**src/rtl/coriolis_fp_pkg.sv**
```systemverilog
// Shared FloPoCo / IEEE-754 single-precision definitions for the kernel output stages.
// FloPoCo FP32 word layout (34 bits): [33:32] exception, [31] sign, [30:23] exponent, [22:0] fraction.
package coriolis_fp_pkg;

    localparam int unsigned FPC_W  = 34;
    localparam int unsigned IEEE_W = 32;

    // Exception codes carried in the two FloPoCo MSBs
    localparam logic [1:0] FPC_EXN_ZERO = 2'b00;
    localparam logic [1:0] FPC_EXN_NORM = 2'b01;
    localparam logic [1:0] FPC_EXN_INF  = 2'b10;
    localparam logic [1:0] FPC_EXN_NAN  = 2'b11;

    localparam logic [IEEE_W-1:0] IEEE_QNAN    = 32'h7FC0_0000;
    localparam logic [7:0]        IEEE_EXP_MAX = 8'hFF;

    // Field positions within the FloPoCo word
    localparam int unsigned EXN_MSB  = 33;
    localparam int unsigned EXN_LSB  = 32;
    localparam int unsigned SIGN     = 31;
    localparam int unsigned EXP_MSB  = 30;
    localparam int unsigned EXP_LSB  = 23;
    localparam int unsigned FRAC_MSB = 22;
    localparam int unsigned FRAC_LSB = 0;

endpackage

```
**src/rtl/coriolis_fpc2ieee.sv**
```systemverilog
// Combinational FloPoCo FP32 -> IEEE-754 binary32 converter.
// Ports:
//   fpc    in   FPC_W   FloPoCo word
//   res_c  out  IEEE_W  IEEE-754 word (combinational)
module coriolis_fpc2ieee
    import coriolis_fp_pkg::*;
(
    input  logic [FPC_W-1:0]  fpc,
    output logic [IEEE_W-1:0] res_c
);

    logic [1:0]  exn;
    logic        sgn;
    logic [7:0]  expo;
    logic [22:0] frac;

    assign exn  = fpc[EXN_MSB:EXN_LSB];
    assign sgn  = fpc[SIGN];
    assign expo = fpc[EXP_MSB:EXP_LSB];
    assign frac = fpc[FRAC_MSB:FRAC_LSB];

    // Map by exception code; NaN is canonicalised and loses its sign
    always_comb begin
        res_c = '0;
        case (exn)
            FPC_EXN_ZERO: res_c = {sgn, 31'b0};
            FPC_EXN_NORM: res_c = {sgn, expo, frac};
            FPC_EXN_INF:  res_c = {sgn, IEEE_EXP_MAX, 23'b0};
            FPC_EXN_NAN:  res_c = IEEE_QNAN;
            default:      res_c = IEEE_QNAN;
        endcase
    end

endmodule

```
**src/rtl/coriolis_ker0_ostage.sv**
```systemverilog
// Kernel-0 output stage: converts FloPoCo results to IEEE-754, buffers them in a
// first-word-fall-through FIFO and presents a ready/valid stream downstream.
// iready is a registered occupancy threshold leaving SKID slots for words still
// in flight in the leaf node when it sees iready drop.
// Optional statistics counters enabled with macro CORIOLIS_OSTAGE_STATS_EN.
// Ports:
//   clk        in   1     clock
//   rst        in   1     synchronous active-high reset
//   ivalid     in   1     upstream word valid
//   in1        in   INW   upstream FloPoCo word
//   iready     out  1     registered ready to upstream
//   ovalid     out  1     output word valid
//   out1       out  OUTW  IEEE-754 output word
//   oready     in   1     downstream ready
//   cnt_words  out  32    accepted-word counter (0 when stats disabled)
//   cnt_exc    out  16    non-normal accepted-word counter (0 when stats disabled)
module coriolis_ker0_ostage
    import coriolis_fp_pkg::*;
#(
    parameter int unsigned DEPTH = 16,
    parameter int unsigned SKID  = 2,
    parameter int unsigned INW   = 34,
    parameter int unsigned OUTW  = 32
) (
    input  logic            clk,
    input  logic            rst,
    input  logic            ivalid,
    input  logic [INW-1:0]  in1,
    output logic            iready,
    output logic            ovalid,
    output logic [OUTW-1:0] out1,
    input  logic            oready,
    output logic [31:0]     cnt_words,
    output logic [15:0]     cnt_exc
);

    localparam int unsigned AW      = $clog2(DEPTH);
    localparam int unsigned CW      = AW + 1;
    localparam int unsigned HI_MARK = DEPTH - SKID - 1;

    logic [OUTW-1:0] mem [DEPTH];
    logic [AW-1:0]   wr_ptr;
    logic [AW-1:0]   rd_ptr;
    logic [CW-1:0]   count;
    logic            overflow;

    logic [OUTW-1:0] conv_c;
    logic            rd_c;
    logic            wr_c;
    logic            drop_c;
    logic [CW-1:0]   count_rd_c;
    logic [CW-1:0]   count_next_c;
    logic [AW-1:0]   rd_ptr_next_c;

    coriolis_fpc2ieee u_conv (
        .fpc   (in1),
        .res_c (conv_c)
    );

    // Handshake decode; a read in the same cycle frees the slot for a write at full
    always_comb begin
        rd_c          = ovalid & oready;
        wr_c          = ivalid & ((count != CW'(DEPTH)) | rd_c);
        drop_c        = ivalid & ~wr_c;
        count_rd_c    = count - CW'(rd_c);
        count_next_c  = count_rd_c + CW'(wr_c);
        rd_ptr_next_c = rd_ptr + AW'(rd_c);
    end

    // Storage array, no reset needed: occupancy is tracked by count
    always_ff @(posedge clk) begin
        if (wr_c) begin
            mem[wr_ptr] <= conv_c;
        end
    end

    // Pointers, occupancy, sticky overflow and registered output stage.
    // The output view is built from entries stored before this edge, so a word
    // written now becomes visible one cycle later while a read immediately
    // exposes the next stored entry.
    always_ff @(posedge clk) begin
        if (rst) begin
            wr_ptr   <= '0;
            rd_ptr   <= '0;
            count    <= '0;
            overflow <= 1'b0;
            iready   <= 1'b0;
            ovalid   <= 1'b0;
            out1     <= '0;
        end else begin
            wr_ptr <= wr_ptr + AW'(wr_c);
            rd_ptr <= rd_ptr_next_c;
            count  <= count_next_c;
            if (drop_c) begin
                overflow <= 1'b1;
            end
            iready <= (count_next_c <= CW'(HI_MARK));
            ovalid <= (count_rd_c != '0);
            if (count_rd_c != '0) begin
                out1 <= mem[rd_ptr_next_c];
            end
        end
    end

`ifdef CORIOLIS_OSTAGE_STATS_EN
    // Accepted-word (wrapping) and non-normal (saturating) counters
    always_ff @(posedge clk) begin
        if (rst) begin
            cnt_words <= '0;
            cnt_exc   <= '0;
        end else if (wr_c) begin
            cnt_words <= cnt_words + 32'd1;
            if ((in1[EXN_MSB:EXN_LSB] != FPC_EXN_NORM) && (cnt_exc != 16'hFFFF)) begin
                cnt_exc <= cnt_exc + 16'd1;
            end
        end
    end
`else
    assign cnt_words = '0;
    assign cnt_exc   = '0;
`endif

endmodule

```
**config.mk**
```make
export PLATFORM = sky130hd
export DESIGN_NAME = coriolis_ker0_ostage
export DESIGN_NICKNAME = d
export VERILOG_FILES = /design/src/rtl/coriolis_fp_pkg.sv /design/src/rtl/coriolis_fpc2ieee.sv /design/src/rtl/coriolis_ker0_ostage.sv
export SDC_FILE = /design/constraint.sdc
export NUM_CORES = 1
export LEC_CHECK = 0
export BUFFER_PORTS_ARGS = -buffer_cell sky130_fd_sc_hd__clkbuf_2
export CORE_MARGIN = 10
export CORE_UTILIZATION = 38
export DETAILED_ROUTE_END_ITERATION = 8
export HOLD_SLACK_MARGIN = 0.06
export SYNTH_ARGS = -nofsm -noshare
export SYNTH_HDL_FRONTEND = slang
export SYNTH_SLANG_ARGS = --single-unit
```
**constraint.sdc**
```tcl
create_clock -name clk -period 4.65 [get_ports clk]
set_input_delay 0.2325 -clock clk [delete_from_list [all_inputs] [get_ports clk]]
set_output_delay 0.2325 -clock clk [all_outputs]
set_load 0.1 [all_outputs]
```
## After elaboration in Yosys (flattened, before gate mapping)

Memories as Yosys holds them, arrays and structs flattened. A register that Yosys moved wholly into a read port is not among the register bits.
Cells that the tools add are included.

- $add $sub $neg: 4
- Multipliers: 0
- Divide/modulo/power cells: 0
- Order comparisons: 1
- Equality and inequality tests: 4
- Shift operators: 0
- Muxes and demuxes: 3
- Bitwise gates (word level): 3
- Reductions and logical operators: 2

Operator list:

| kind | count |
|---|---|
| $pmux W32 S4 | 1 |
| $add A4 B1 Y4 | 2 |
| $add A5 B1 Y5 | 1 |
| $le A5 B4 Y1 const B | 1 |
| $ne A5 B5 Y1 const B | 1 |
| $reduce_bool A5 Y1 | 1 |
| $sub A5 B1 Y5 | 1 |
| $eq A2 B2 Y1 const B | 2 |
| $and A1 B1 Y1 | 2 |
| $eq A2 B1 Y1 const B | 1 |
| $logic_not A2 Y1 | 1 |
| $mux W1 | 2 |
| $or A1 B1 Y1 | 1 |

- Register bits: 15
- Bits in latches: 0
- Memory bits (writable): 512
- Bits in read-only memories: 0
- Output and inout port bits: 82
- Memories: 1

Memory list:

| name | depth | bits a word | rd ports | clocked after Yosys merged registers in | write ports | line | source |
|---|---|---|---|---|---|---|---|
| mem | 16 | 32 | 1 | 1 | 1 | coriolis_ker0_ostage.sv:41 | `logic [OUTW-1:0] mem [DEPTH];` |

## Logic depth before layout (Yosys ltp)

Gate-level depths: netlist (run 1).

- Word-level depth: 5
- Depth in mapped cells: 10
- Mapped depth without buffers: 10

## Hierarchy

Synthesis (run 1) repeated with hierarchy kept, for this count alone.

- Cells, all modules: 1134
- Area total of the unflattened synthesis: 21738.3 µm²

Modules (own cells, without submodules):

| module | times used | cells each | area an instance (µm²) | sequential area each (µm²) |
|---|---|---|---|---|
| coriolis_ker0_ostage | 1 | 1096 | 21440.6 | 16315.6 |
| coriolis_fpc2ieee | 1 | 38 | 297.8 | 0.0 |

## Worst setup path before layout (run 1)

Ideal clock, no wire load.

- Path kind: register -> register
- Start: register ovalid
- End: memory mem[0][0], enable pin
- Setup time: 461 ps
- Arrival: 3914 ps
- Data required time: 4189 ps
- Setup slack: 275 ps
- Cell stages (with the launch flop): 6
- Period minus slack after synthesis: 4375 ps
- Path through: dfxtp_1 and2_1 o41a_1 nor2b_1 nand2b_1 nor3_1

- Longest elaborated chain between the ends: 5

RTL lines:

| element | line | source |
|---|---|---|
| start, declared | coriolis_ker0_ostage.sv:30 | `output logic ovalid,` |
| start signal, assigned | coriolis_ker0_ostage.sv:98 | `ovalid <= (count_rd_c != '0);` |
| $and A1 B1 Y1 | coriolis_ker0_ostage.sv:62 | `rd_c = ovalid & oready;` |
| $or A1 B1 Y1 | coriolis_ker0_ostage.sv:63 | `wr_c = ivalid & ((count != CW'(DEPTH)) \| rd_c);` |
| $and A1 B1 Y1 | coriolis_ker0_ostage.sv:63 |  |
| $mux W1 | coriolis_ker0_ostage.sv:72 | `if (wr_c) begin` |
| $mux W1 (not written as such) | coriolis_ker0_ostage.sv:73 | `mem[wr_ptr] <= conv_c;` |
| end, declared | coriolis_ker0_ostage.sv:41 |  |

Every way passes these cells.

## Final worst setup path (run 1)

- Start: register ovalid
- End: register out1[21] (read register of mem)

- Longest elaborated chain between the ends: 3
- Elaborated cells on any way between the ends: 4

RTL lines:

| element | line | source |
|---|---|---|
| $and A1 B1 Y1 (*) | coriolis_ker0_ostage.sv:62 |  |
| $sub A5 B1 Y5 | coriolis_ker0_ostage.sv:65 | `count_rd_c = count - CW'(rd_c);` |
| $reduce_bool A5 Y1 | coriolis_ker0_ostage.sv:99 | `if (count_rd_c != '0) begin` |
| end, declared | coriolis_ker0_ostage.sv:31 | `output logic [OUTW-1:0] out1,` |

Every way passes the cells marked *; elsewhere a longest branch is shown, timed or not.
A chain may end at the register's enable or synchronous reset.

==> results of run 1 <==
area by class of cell:
type                    count  area [um^2]
inverters                   5        18.77
flip-flops and latches    559        16320
clock buffers              76         1538
fillers                  4845        31620
well taps                 756        945.9
multi-input cells         510         5104
repair buffers            106        670.6
clock inverters            27        287.8
through the flow:
step | hold WS, ps | total power, W | area [um^2] | setup WS (ps)
2_1_floorplan | 304.1 | 0.008699 | 21890 | 274.7
3_3_place_gp | 451.0 | 0.009371 | 23040 | 1330
3_5_place_dp | 450.4 | 0.009403 | 23040 | 1279
4_1_cts | 164.2 | 0.01388 | 24880 | 1246
5_1_grt | 191.2 | 0.01427 | 24880 | 1161
6_report | 195.4 | 0.01371 | 24880 | 1328
per-layer routing:
layer | vias to the layer above | wire length (um) | global-route usage
li1 | 4606 | - | -
met1 | 5579 | 21220 | 0.1936
met2 | 302 | 23770 | 0.2369
met3 | 66 | 3148 | 0.02896
met4 | 2 | 933 | 0.04280
met5 | - | 11 | 0
registers in the layout, indices dropped and copies added, names as in the netlist:
name    cells
iready      1
mem       512
wr_ptr      4
out1       32
rd_ptr      4
ovalid      1
count       5
path summary, 6_finish.rpt:
kind	start	endpoint	slack [ps]
setup / recovery	ovalid	out1[21]	1330
hold / removal	in1[31]	mem[12][31]	200
setup reg to reg	ovalid	out1[21]	1330
hold reg to reg	out1[6]	out1[6]	460
cells by family after synthesis:
| group | Yosys count | synth area share |
|---|---|---|
| AOI/OAI and AO/OA | 110 | 0.03366 |
| xor gates and xnor gates | 11 | 0.005130 |
| adders and majority gates | 8 | 0.004611 |
| buffers and inverters | 109 | 0.02951 |
| DFF | 559 | 0.7515 |
| muxes | 130 | 0.1337 |
| other | 1 | 0.0001727 |
| and+or+nand+nor | 203 | 0.04167 |
worst min-delay path, cell delays in order:
cell      delay, ps
clkbuf_2         80
a21boi_0        120
buf_4           190
power by group:
part	switching (W)	internal, W	leakage, nW	total (W)
sequential	0.000127	0.00573	5.08	0.00586
clock	0.00184	0.00264	0.891	0.00448
combinational	0.00215	0.00123	2.38	0.00338
total	0.00412	0.00960	8.36	0.0137
synthesized netlist by cell type, drive strengths merged:
cell type / count / area [um^2]
a2111oi: 1 / 8.760
a211o: 31 / 271.5
a21boi: 1 / 7.510
a21o: 8 / 60.06
a21oi: 62 / 310.3
a31oi: 2 / 12.51
and2: 23 / 143.9
and4b: 1 / 10.01
buf: 72 / 500.5
clkbuf: 32 / 121.4
conb: 1 / 3.750
dfxtp: 47 / 940.9
edfxtp: 512 / 15370
ha: 8 / 100.1
inv: 5 / 18.77
mux2i: 2 / 20.02
mux4: 128 / 2883
nand2: 130 / 488.0
nand2b: 3 / 18.77
nand3: 3 / 15.01
nand3b: 1 / 7.510
nor2: 21 / 78.83
nor2b: 12 / 75.07
nor3: 6 / 35.03
nor3b: 1 / 12.51
o21a: 1 / 7.510
o21ai: 2 / 32.53
o221ai: 1 / 8.760
o41a: 1 / 11.26
or3b: 1 / 8.760
or4: 1 / 11.26
xnor2: 4 / 42.55
xor2: 7 / 68.82
==> reports/metrics.cfg, run 1 <==
[worst_setup_path]
path_cells = and2_1, ha_1, ha_1, xor2_1, or4_4, o21ai_4, buf_4, a21oi_1, a211o_1
critPathLaunchType = flop
crit_family = compound AO/OA/AOI/OAI gates
cp_common_cell = ha_1
worstPathRequired_ps = 5130
path_buf_inv = 1
critPathArrivalTime_ps = 3800
crit_path_max_incr_delay_ps = 850
crit_slowest_cell = o21ai_4
cp.depth = 9
r2r_cells = 9
worstPathMaxFanout = 24
criticalPathCategory = flop to flop
endpoint_kind = flop

[cts]
numCtsBuffers = 56
cts_resized = 0
clockRootBuffer = clkbuf_16
cts_buffer_depth = 3
clk_latency_ps = 600
tritoncts = yes
cts-hold-fix-buffers = 1
clock_sink_count = 559
htreeDepth = 2
cts_setup_buffers = 0
clk_pin_slew_ps = 60

[pwr]
p_leak_nw = 8.356
ir_drop_mv = 0.2781
p_per_area_nw_per_um2 = 551.2

[timing]
finalCriticalPeriod_ps = 3322
post-route-period-util = 0.7143
skew_ps = 14.45
rsz0062_at_grt = no
tightest_slew_ps = 1097
slew_headroom = 0.2659
setup_viol = 0
tns_ps = 0
hold_violations = 0
fmax_mhz = 301.1
slew_viol_final = 0

[layout]
layout.nets = 1284
fin_cells = 2039
final_common_cell = edfxtp_1
syn_to_final_growth_pct = 14.60
diodes = 0
drive_gt1_frac = 0.2658
layout_common_cells = edfxtp_1 (512), nand2_1 (130), mux4_2 (128)
fin_util = 0.4404

[place]
place.gp.congestion = 0.6977
numPortBuffers = 71
hpwl_mm = 26.14
dp_cells = 1935

[floorplanning]
die_y_um = 259.0
core_um2 = 56500
rows = 87
die_area_um2 = 67090
die_x_um = 259.0
io_pins = 120
start_util = 0.3843

[flow_run]
drv_cap = 0

[global_routing]
overflow = 0
antenna_found_initial = 2
grt_pass1_vias = 10996
grt_max_degree = 64
grt_pass1_wl_mm = 72.59
grt_use_total = 0.1450

[drt]
num_vias = 10555
drc = 0
wl_per_cell_um = 24.08
drt_iter0_drc = 869
drt-vias-per-instance = 5.177
drtPass1Iterations = 4
wirelength_mm = 49.09
ant_nets = 0

[status]
status = complete, no violations

[hold_path]
hp-class = input pin to flop
holdPathStages = 3

[yosys]
yosysWarnings = 0
synth-seq-cells = 559
syn_area_um2 = 21710
ys_types = 40
syn_inst = 1131
synth.avg_cell_area_um2 = 19.20
synth_seq_area_share = 0.7515

(Power assumes the default switching activity.)
==> run 2, diff against run 1 <==
- clock period: 4.65 -> 2.9 ns (I/O delays scaled with it)
==> run 2 against run 1 <==
Wire length is 0.41% higher. Utilization rose by 0.55 points. Sequential power up 60%. Setup slack got worse by 1100 ps. Critical endpoint is now iready. Clock skew grew 7.8 ps. Sequential cell count did not move. Global-route usage increased by 0.21 points. Final area up 1.3%.
==> reports/metrics.cfg, run 2 (synthesis results as in run 1) <==
[status]
status = complete, no violations

[worst_setup_path]
worstPathMaxFanout = 6
crit_slowest_cell = or3b_2
critPathArrivalTime_ps = 3210
crit_path_max_incr_delay_ps = 460
path_cells = or3b_2, o41a_1, ha_1, ha_1, nor2b_1, a31oi_1, a31oi_1, xnor2_1, a2111oi_1
criticalPathCategory = flop to flop
worstPathRequired_ps = 3390
endpoint_kind = flop
critPathLaunchType = flop

[timing]
hold_violations = 0
rsz0062_at_grt = no
fmax_mhz = 368.6
finalCriticalPeriod_ps = 2713
tns_ps = 0
setup_viol = 0
holdWs_ps = 99.12
post-route-period-util = 0.9355
tightest_slew_ps = 941.2
slew_viol_final = 0
skew_ps = 22.29
slew_headroom = 0.3710

[global_routing]
antenna_found_initial = 0
grt_pass1_vias = 11178
overflow = 0
grt_pass1_wl_mm = 73.79
grt_max_degree = 52
grt_use_total = 0.1471

[drt]
num_vias = 10632
wl_per_cell_um = 24.04
drc = 0
drtPass1Iterations = 4
wirelength_mm = 49.29
drt_iter0_drc = 815
ant_nets = 0
drt-vias-per-instance = 5.186

[cts]
cts_buffer_depth = 3
htreeDepth = 2
clock_sink_count = 559
clockRootBuffer = clkbuf_16
tritoncts = yes
clk_latency_ps = 630
clk_pin_slew_ps = 60
numCtsBuffers = 56

[place]
place.gp.congestion = 0.7258
dp_cells = 1944
numPortBuffers = 71
hpwl_mm = 27.04

[layout]
fin_cells = 2050
syn_to_final_growth_pct = 16.04
largest_reg_flops = 512
diodes = 0
registers.top_by_ff_count = mem
fillCellCount = 4867
drive_gt1_frac = 0.2682
layout.nets = 1293
final_common_cell = edfxtp_1
layout_common_cells = edfxtp_1 (512), nand2_1 (130), mux4_2 (128)
top_regs = mem x512, out1 x32, count x5

[pwr]
p_leak_nw = 8.427
p_per_area_nw_per_um2 = 870.4
ir_drop_mv = 0.5234

[floorplanning]
rows = 87
io_pins = 120
die_x_um = 259.0
die_y_um = 259.0
core_um2 = 56500
start_util = 0.3843
die_area_um2 = 67090

[flow_run]
drv_cap = 0

[hold_path]
hp-class = input pin to flop

## run 2: timing repair
item                                   4_1_cts  5_1_grt
endpoints found under the hold margin       14        0
resized for setup                            0        1
hold buffers                                 1        0
setup endpoints to repair                    0        1
buffers inserted                             0        0
## run 2: area by class of cell
cell class,count,area [um^2],share of cell area
sequential,559,16320,0.6477
multi-input combinational,510,5130,0.2036
clock buffer,75,1513,0.06005
timing repair buffer,115,1001,0.03973
tap,756,945.9,0.03755
clock inverter,30,266.5,0.01058
inverter,5,18.77,0.0007450
## run 2: per-stage QoR
stage | power (W) | instance area (um^2) | util | worst slack [ps]
after CTS | 0.02221 | 25190 | 0.4459 | 162.1
after floorplan | 0.01395 | 21930 | - | -171.8
after detailed placement | 0.01520 | 23400 | 0.4142 | 188.8
final | 0.02193 | 25190 | 0.4459 | 187.1
after global placement | 0.01516 | 23400 | 0.4142 | 213.4
after global routing | 0.02287 | 25190 | 0.4459 | 13.39
## run 2: power by group
| part | total [W] | internal, W | switching [W] | leakage [nW] |
|---|---|---|---|---|
| clock | 0.00701 | 0.00402 | 0.00299 | 0.872 |
| sequential | 0.00939 | 0.00919 | 0.000196 | 5.08 |
| combinational | 0.00553 | 0.00206 | 0.00347 | 2.47 |
## run 2: final timing paths
| check | slack [ps] | cells past startpoint | endpoint | startpoint |
|---|---|---|---|---|
| max | 190 | 9 | iready | count[4] |
| min | 100 | 3 | mem[3][31] | in1[31] |
| max reg2reg | 190 | 9 | iready | count[4] |
| min reg2reg | 460 | 1 | out1[30] | out1[30] |
## run 2: per-layer routing
layer  share of wire  track usage
met5               0            0
met4           0.020      0.04427
met3           0.054      0.02498
met2            0.50       0.2492
met1            0.43       0.1911
## run 2: critical path, delay by kind of cell, from the launching register on
kind | cells | cell delay [ps]
AOI/OAI and AO/OA | 4 | 1020
xor gates and xnor gates | 1 | 100
adders and majority gates | 2 | 540
DFF | 1 | 360
and+or+nand+nor | 2 | 590
